File: config.mk
export PLATFORM = sky130hd
export DESIGN_NAME = dcache_axi_bridge
export DESIGN_NICKNAME = d
export VERILOG_FILES = /design/src/rtl/dcache_axi_bridge.sv
export SDC_FILE = /design/constraint.sdc
export NUM_CORES = 1
export LEC_CHECK = 0
export CORE_ASPECT_RATIO = 0.6
export CORE_UTILIZATION = 42
export CTS_BUF_LIST = sky130_fd_sc_hd__clkbuf_4
export CTS_CLUSTER_SIZE = 28
export DETAILED_ROUTE_END_ITERATION = 6
export GPL_TIMING_DRIVEN = 0
export PLACE_DENSITY_LB_ADDON = 0.1
export SYNTH_ARGS = -nofsm -noshare
export SYNTH_HDL_FRONTEND = slang
export SYNTH_SLANG_ARGS = --single-unit
File: constraint.sdc
create_clock -name clk -period 3.55 [get_ports clk]
set_input_delay 0.5325 -clock clk [delete_from_list [all_inputs] [get_ports clk]]
set_output_delay 0.5325 -clock clk [all_outputs]
set_load 0.05 [all_outputs]
File: src/rtl/dcache_axi_bridge.sv
// ---------------------------------------------------------------------------
// dcache_axi_bridge
//
// Converts single-beat data-cache requests into AXI read or write
// transactions. Exactly one transaction is outstanding at a time: a request
// is latched in IDLE, it is played out on the AXI channels, and the bridge
// returns to IDLE after a one-cycle m_ready completion pulse.
//
// Ports
//   clk, rst      : clock; synchronous active-high reset
//   m_strobe      : cache request, sampled only in IDLE
//   m_rw          : 0 = read, 1 = write
//   m_a           : byte address
//   m_din, m_wen  : write data and byte enables
//   m_size        : 0 byte, 1 half, 2 word
//   m_dout        : last captured read word (register)
//   m_ready       : one-cycle completion pulse
//   ar*/r*        : AXI read address and read data channels
//   aw*/w*/b*     : AXI write address, write data and write response channels
//
// All AXI-facing address, data, strobe and size outputs are driven from the
// latched request registers, and all valid/ready outputs are decoded from
// registered state, so no output depends combinationally on any input.
// ---------------------------------------------------------------------------
module dcache_axi_bridge #(
    parameter int A_WIDTH = 32
) (
    input  logic               clk,
    input  logic               rst,

    // Cache side
    input  logic               m_strobe,
    input  logic               m_rw,
    input  logic [A_WIDTH-1:0] m_a,
    input  logic [31:0]        m_din,
    input  logic [3:0]         m_wen,
    input  logic [1:0]         m_size,
    output logic [31:0]        m_dout,
    output logic               m_ready,

    // AXI read address / data
    output logic [A_WIDTH-1:0] araddr,
    output logic [2:0]         arsize,
    output logic               arvalid,
    input  logic               arready,
    input  logic [31:0]        rdata,
    input  logic               rvalid,
    output logic               rready,

    // AXI write address / data / response
    output logic [A_WIDTH-1:0] awaddr,
    output logic [2:0]         awsize,
    output logic               awvalid,
    input  logic               awready,
    output logic [31:0]        wdata,
    output logic [3:0]         wstrb,
    output logic               wvalid,
    input  logic               wready,
    input  logic               bvalid,
    output logic               bready
);

    typedef enum logic [2:0] {
        IDLE,
        RD_ADDR,
        RD_DATA,
        WR_REQ,
        WR_RESP,
        DONE
    } state_t;

    state_t state;
    state_t state_next;

    // Latched request
    logic [A_WIDTH-1:0] req_addr;
    logic [31:0]        req_din;
    logic [3:0]         req_wen;
    logic [1:0]         req_size;
    logic               req_rw;

    // Per-channel "handshake already happened" flags for the write request
    // phase; AW and W complete independently and in any order.
    logic aw_done;
    logic w_done;

    logic [31:0] dout_q;

    logic accept;
    logic aw_fire;
    logic w_fire;
    logic aw_complete;
    logic w_complete;

    // A request is taken only in IDLE; strobes in any other state are ignored.
    assign accept = (state == IDLE) && m_strobe;

    // Output decode from registered state only.
    assign arvalid = (state == RD_ADDR);
    assign rready  = (state == RD_DATA);
    assign awvalid = (state == WR_REQ) && !aw_done;
    assign wvalid  = (state == WR_REQ) && !w_done;
    assign bready  = (state == WR_RESP);
    assign m_ready = (state == DONE);

    assign araddr  = req_addr;
    assign awaddr  = req_addr;
    assign arsize  = {1'b0, req_size};
    assign awsize  = {1'b0, req_size};
    assign wdata   = req_din;
    assign wstrb   = req_wen;
    assign m_dout  = dout_q;

    assign aw_fire = awvalid && awready;
    assign w_fire  = wvalid && wready;

    // A channel counts as complete if it finished earlier or finishes now.
    assign aw_complete = aw_done || aw_fire;
    assign w_complete  = w_done || w_fire;

    // State register.
    always_ff @(posedge clk) begin
        if (rst) begin
            state <= IDLE;
        end else begin
            state <= state_next;
        end
    end

    // Next-state logic.
    always_comb begin
        state_next = state;
        case (state)
            IDLE: begin
                if (m_strobe) begin
                    state_next = m_rw ? WR_REQ : RD_ADDR;
                end
            end
            RD_ADDR: begin
                if (arready) begin
                    state_next = RD_DATA;
                end
            end
            RD_DATA: begin
                if (rvalid) begin
                    state_next = DONE;
                end
            end
            WR_REQ: begin
                if (aw_complete && w_complete) begin
                    state_next = WR_RESP;
                end
            end
            WR_RESP: begin
                // Response code is deliberately ignored; any bvalid completes.
                if (bvalid) begin
                    state_next = DONE;
                end
            end
            DONE: begin
                state_next = IDLE;
            end
            default: begin
                state_next = IDLE;
            end
        endcase
    end

    // Request capture. The write handshake flags are cleared on every new
    // request so a previous write's completion never leaks into the next one.
    always_ff @(posedge clk) begin
        if (rst) begin
            req_addr <= '0;
            req_din  <= '0;
            req_wen  <= '0;
            req_size <= '0;
            req_rw   <= 1'b0;
        end else if (accept) begin
            req_addr <= m_a;
            req_din  <= m_din;
            req_wen  <= m_wen;
            req_size <= m_size;
            req_rw   <= m_rw;
        end
    end

    // Write channel handshake tracking.
    always_ff @(posedge clk) begin
        if (rst) begin
            aw_done <= 1'b0;
            w_done  <= 1'b0;
        end else if (accept) begin
            aw_done <= 1'b0;
            w_done  <= 1'b0;
        end else begin
            if (aw_fire) begin
                aw_done <= 1'b1;
            end
            if (w_fire) begin
                w_done <= 1'b1;
            end
        end
    end

    // Read data capture; m_dout holds its value across writes and idle time.
    always_ff @(posedge clk) begin
        if (rst) begin
            dout_q <= '0;
        end else if ((state == RD_DATA) && rvalid && !req_rw) begin
            dout_q <= rdata;
        end
    end

endmodule
# Yosys cells after proc, flatten, opt, wreduce, memory -nomap -nowiden
# Cells that the tools add are included.
# W data, S select, Z words.
# word_totals
regBits	108
wordCells	42
in_bits	111
# op_classes
muxes	7
eq_ne	10
reduce_logical	16
# ops
op	n
$mux W3	5
$pmux W3 S5	1
$logic_and A1 B1 Y1	8
$eq A3 B2 Y1 const B	2
$eq A3 B3 Y1 const B	2
$ne A2 B2 Y1 const B	3
$reduce_and A5 Y1	1
$ne A2 B1 Y1 const B	2
$eq A3 B1 Y1 const B	1
$logic_not A1 Y1	3
$logic_not A3 Y1	1
$logic_or A1 B1 Y1	2
$mux W2	1
$reduce_or A2 Y1	1

# Logic depth before layout (Yosys ltp)
# depth
depth_word	7
mapped_depth	6

# Worst setup path after synthesis
# No wires, ideal clock.
# synth_timing
path_kind	reg-to-output
start	register state[0]
end	output port m_ready
path_buffers	1
stages_incl_launch_ff	4
arrival_time_ns	1.778
t_required_ns	3.017
setup_slack_ns	1.239
cell_sequence	dfxtp_1 buf_2 inv_1 nor3b_1
# synth_via
elab_chain_len	1
# synth_rtl
item	line_no	rtl
from (decl)	72	state_t state;
from (signal assigned)	126	state <= state_next;
$eq A3 B3 Y1	104	assign m_ready = (state == DONE);
to (decl)	39	output logic m_ready,
# No other way between the ends.

# Worst setup path after layout
# layout_timing
start	register state[1]
end	output port wvalid
# layout_via
elab_chain_len	2
# layout_rtl
item	line_no	rtl
$eq A3 B2 Y1	102	assign wvalid = (state == WR_REQ) && !w_done;
$logic_and A1 B1 Y1	102	
to (decl)	57	output logic wvalid,
# No other way between the ends.

==> results.cfg <==
[status]
status = complete, no violations

[clock_tree]
clock_latency_ps = 430
numCtsBuffers = 9
post_cts.repair.setup_buffers = 0
h-tree-depth = 3
ctsHoldBuffers = 0
clk_path_buf_depth = 2
clk_pin_slew_worst_paths_ps = 160
cts-resized-gates = 0
cts_tree = done
clock-root-buffer = clkbuf_4
cts_num_sinks = 108

[drt]
drc = 0
vias_per_cell = 4.69
drtPass1Iterations = 6
wirelength_mm = 12.6
final_antenna_net_count = 0
wl_per_cell_um = 13.5
num_vias = 4375
drtIter0Drc = 157

[sta]
maxSlewHeadroom_pct = 56.5
rsz0062_at_grt = no
final.setup_skew_ps = 8.47
fin_ws_ps = 520
final_hold_viol_count = 0
layout_min_cycle_time_ps = 3030
clock.fmax_mhz = 330
period_share_pct = 85.4
fin_tns_setup_ps = 0
setup_viol = 0
tightest_slew_ps = 651
drv_slew = 0

[finish]
stdcell_area_um2 = 7050
drive_gt1_share_pct = 9.77
diodes = 0
syn2layout_area_growth_pct = 66.0
finalNetCount = 904

[power_and_ir_drop]
p_leak_nw = 2.62
power_density_nw_per_um2 = 479
finalPower_mw = 3.38
vdd_drop_max_mv = 0.281

[floorplanning]
die_area_um2 = 10500
chipWidth_um = 132
die_y_um = 79.9
core-area_um2 = 9840
initial_core_util_pct = 43.1
ios = 255
rows = 28

[hold_path]
hp-start = wdata[26]$_SDFFE_PP0P_
min_path_type = reg -> reg

[synthesis]
yosysUniqueCellTypes = 28
yosysSeqAreaShare_pct = 50.9
syn-cell-area_um2 = 4250
yosysTopAreaCell = dfxtp_1
yosys_warnings = 0
yosys-top-cells-area = dfxtp_1 51%, nand2_1 18%, a21oi_1 12%
synth_seq_cells = 108
synth_top_area_share_pct = 50.9
avgSynthCellArea_um2 = 8.01
synthCells = 530

[placement]
dpl.hpwl_mm = 9.82
port_buffers = 251
pre_cts_slack_ps = 1060
placed_area_um2 = 6930
gp_congestion = 0.796

[global_routing]
grt_max_degree = 18
grt_use_total_pct = 23.3
overflow = 0
grt_pass1_vias = 3955
antenna_found_initial = 0
grt_pass1_wl_mm = 19.5

[setup_path]
crit_type = reg -> out
cp.required_ps = 3020
crit_start = state[1]$_SDFFE_PP0P_
path_max_fanout = 10
worst_path_max_delay_cell = clkdlybuf4s50_1
end_kind = output pin
startpoint_type = register
path_cells = buf_2, nor2b_1, nand2_1, nor2_1, clkdlybuf4s50_1
reg2reg_from = state[1]$_SDFFE_PP0P_
slowest_delay_ps = 830
cp.arrival_ps = 2500

[run]
maxCapViolations = 0
==> layout make-up <==
type                            instances  area (um2)
Fill cell                             810        2800
Timing Repair Buffer                  251        2510
Sequential cell                       108        2160
Multi-Input combinational cell        348        1540
Buffer                                 73         542
Tap cell                              135         169
Clock buffer                           10        75.1
Clock inverter                          6        41.3
Inverter                                2        7.51
==> placed cells by master, fill, tap and decap left out <==
| cell type | Yosys | final |
|---|---|---|
| clkdlybuf4s50_1 | 0 | 251 |
| nand2_1 | 208 | 208 |
| dfxtp_1 | 108 | 108 |
| a21oi_1 | 105 | 105 |
| buf_4 | 40 | 40 |
| buf_6 | 15 | 15 |
| clkbuf_1 | 14 | 14 |
| clkbuf_4 | 0 | 10 |
| nor2_1 | 5 | 5 |
| buf_2 | 4 | 4 |
| o21ai_0 | 4 | 4 |
| nor3_1 | 3 | 3 |
| a31oi_1 | 3 | 3 |
| clkinv_4 | 0 | 3 |
| inv_1 | 2 | 2 |
| and2_1 | 2 | 2 |
| nor3b_1 | 2 | 2 |
| a21oi_2 | 2 | 2 |
| conb_1 | 1 | 2 |
| clkinv_1 | 0 | 2 |
| nor2b_1 | 1 | 1 |
| nand2b_4 | 1 | 1 |
| nor3_4 | 1 | 1 |
| or3_1 | 1 | 1 |
| nor4b_2 | 1 | 1 |
| nand2b_1 | 1 | 1 |
| o221ai_1 | 1 | 1 |
| o211ai_1 | 1 | 1 |
| o22ai_1 | 1 | 1 |
| or3b_1 | 1 | 1 |
| nand3b_1 | 1 | 1 |
| nand3_1 | 1 | 1 |
| clkinvlp_4 | 0 | 1 |
==> logic make-up (layout without fill, tap and decap cells) <==
| group | Yosys count | count (layout) | synth area share [%] |
|---|---|---|---|
| compound gates | 117 | 117 | 14.2 |
| simple gates | 229 | 229 | 21.8 |
| buf+inv | 75 | 342 | 12.9 |
| other cells | 1 | 2 | 0.0883 |
| flops | 108 | 108 | 50.9 |
==> where the power goes <==
part | leakage [nW] | internal, mW | switching, mW
clock | 0.0616 | 0.152 | 0.397
combinational | 1.68 | 0.556 | 0.877
sequential | 0.882 | 1.32 | 0.0718
total | 2.62 | 2.03 | 1.35
==> synth_stat cells <==
cell type    n
or3_1        1
or3b_1       1
nor3_4       1
and2_1       2
nor3_1       3
buf_2        4
a21oi_1    105
o211ai_1     1
clkbuf_1    14
nand2b_1     1
nand3_1      1
nand2b_4     1
buf_4       40
nor3b_1      2
nor2b_1      1
dfxtp_1    108
o22ai_1      1
a31oi_1      3
conb_1       1
o221ai_1     1
nor2_1       5
nor4b_2      1
inv_1        2
a21oi_2      2
buf_6       15
nand2_1    208
nand3b_1     1
o21ai_0      4
==> critical path, delay by kind of cell, from the launching register on <==
kind                   cells  cell delay (ps)
buffers and inverters      2             1050
and+or+nand+nor            3              650
DFF                        1              350
==> worst paths after layout <==
kind / endpoint / slack, ps / depth (start not counted)
worst max-delay path: wvalid / 520 / 5
worst min-delay path: wdata[26]$_SDFFE_PP0P_ / 460 / 2
worst max register to register: wdata[1]$_SDFFE_PP0P_ / 1960 / 5
worst min register to register: wdata[26]$_SDFFE_PP0P_ / 460 / 2
==> state kept, by name (all words and copies together), names as in the netlist <==
| signal | flops |
|---|---|
| araddr | 32 |
| aw_done | 1 |
| m_dout | 32 |
| req_rw | 1 |
| req_size | 2 |
| state | 3 |
| w_done | 1 |
| wdata | 32 |
| wstrb | 4 |
==> routing by layer <==
| layer | wire length [um] | share of wire (%) | track usage, % | vias up |
|---|---|---|---|---|
| li1 | - | - | - | 2192 |
| met2 | 6100 | 48 | 39.9 | 162 |
| met5 | 0 | 0 | 0 | - |
| met4 | 204 | 1.6 | 7.67 | 0 |
| met3 | 919 | 7.3 | 7.37 | 19 |
| met1 | 5390 | 43 | 27.9 | 2002 |
==> through the flow <==
step	instances	utilization, %	hold WS (ps)
after floorplan	531	-	460
after global placement	917	70.4	442
final	933	71.6	463
after detailed placement	917	70.4	446
after global routing	933	71.6	481
after CTS	933	71.6	466
No activity file was read; power rests on OpenSTA's default activity.
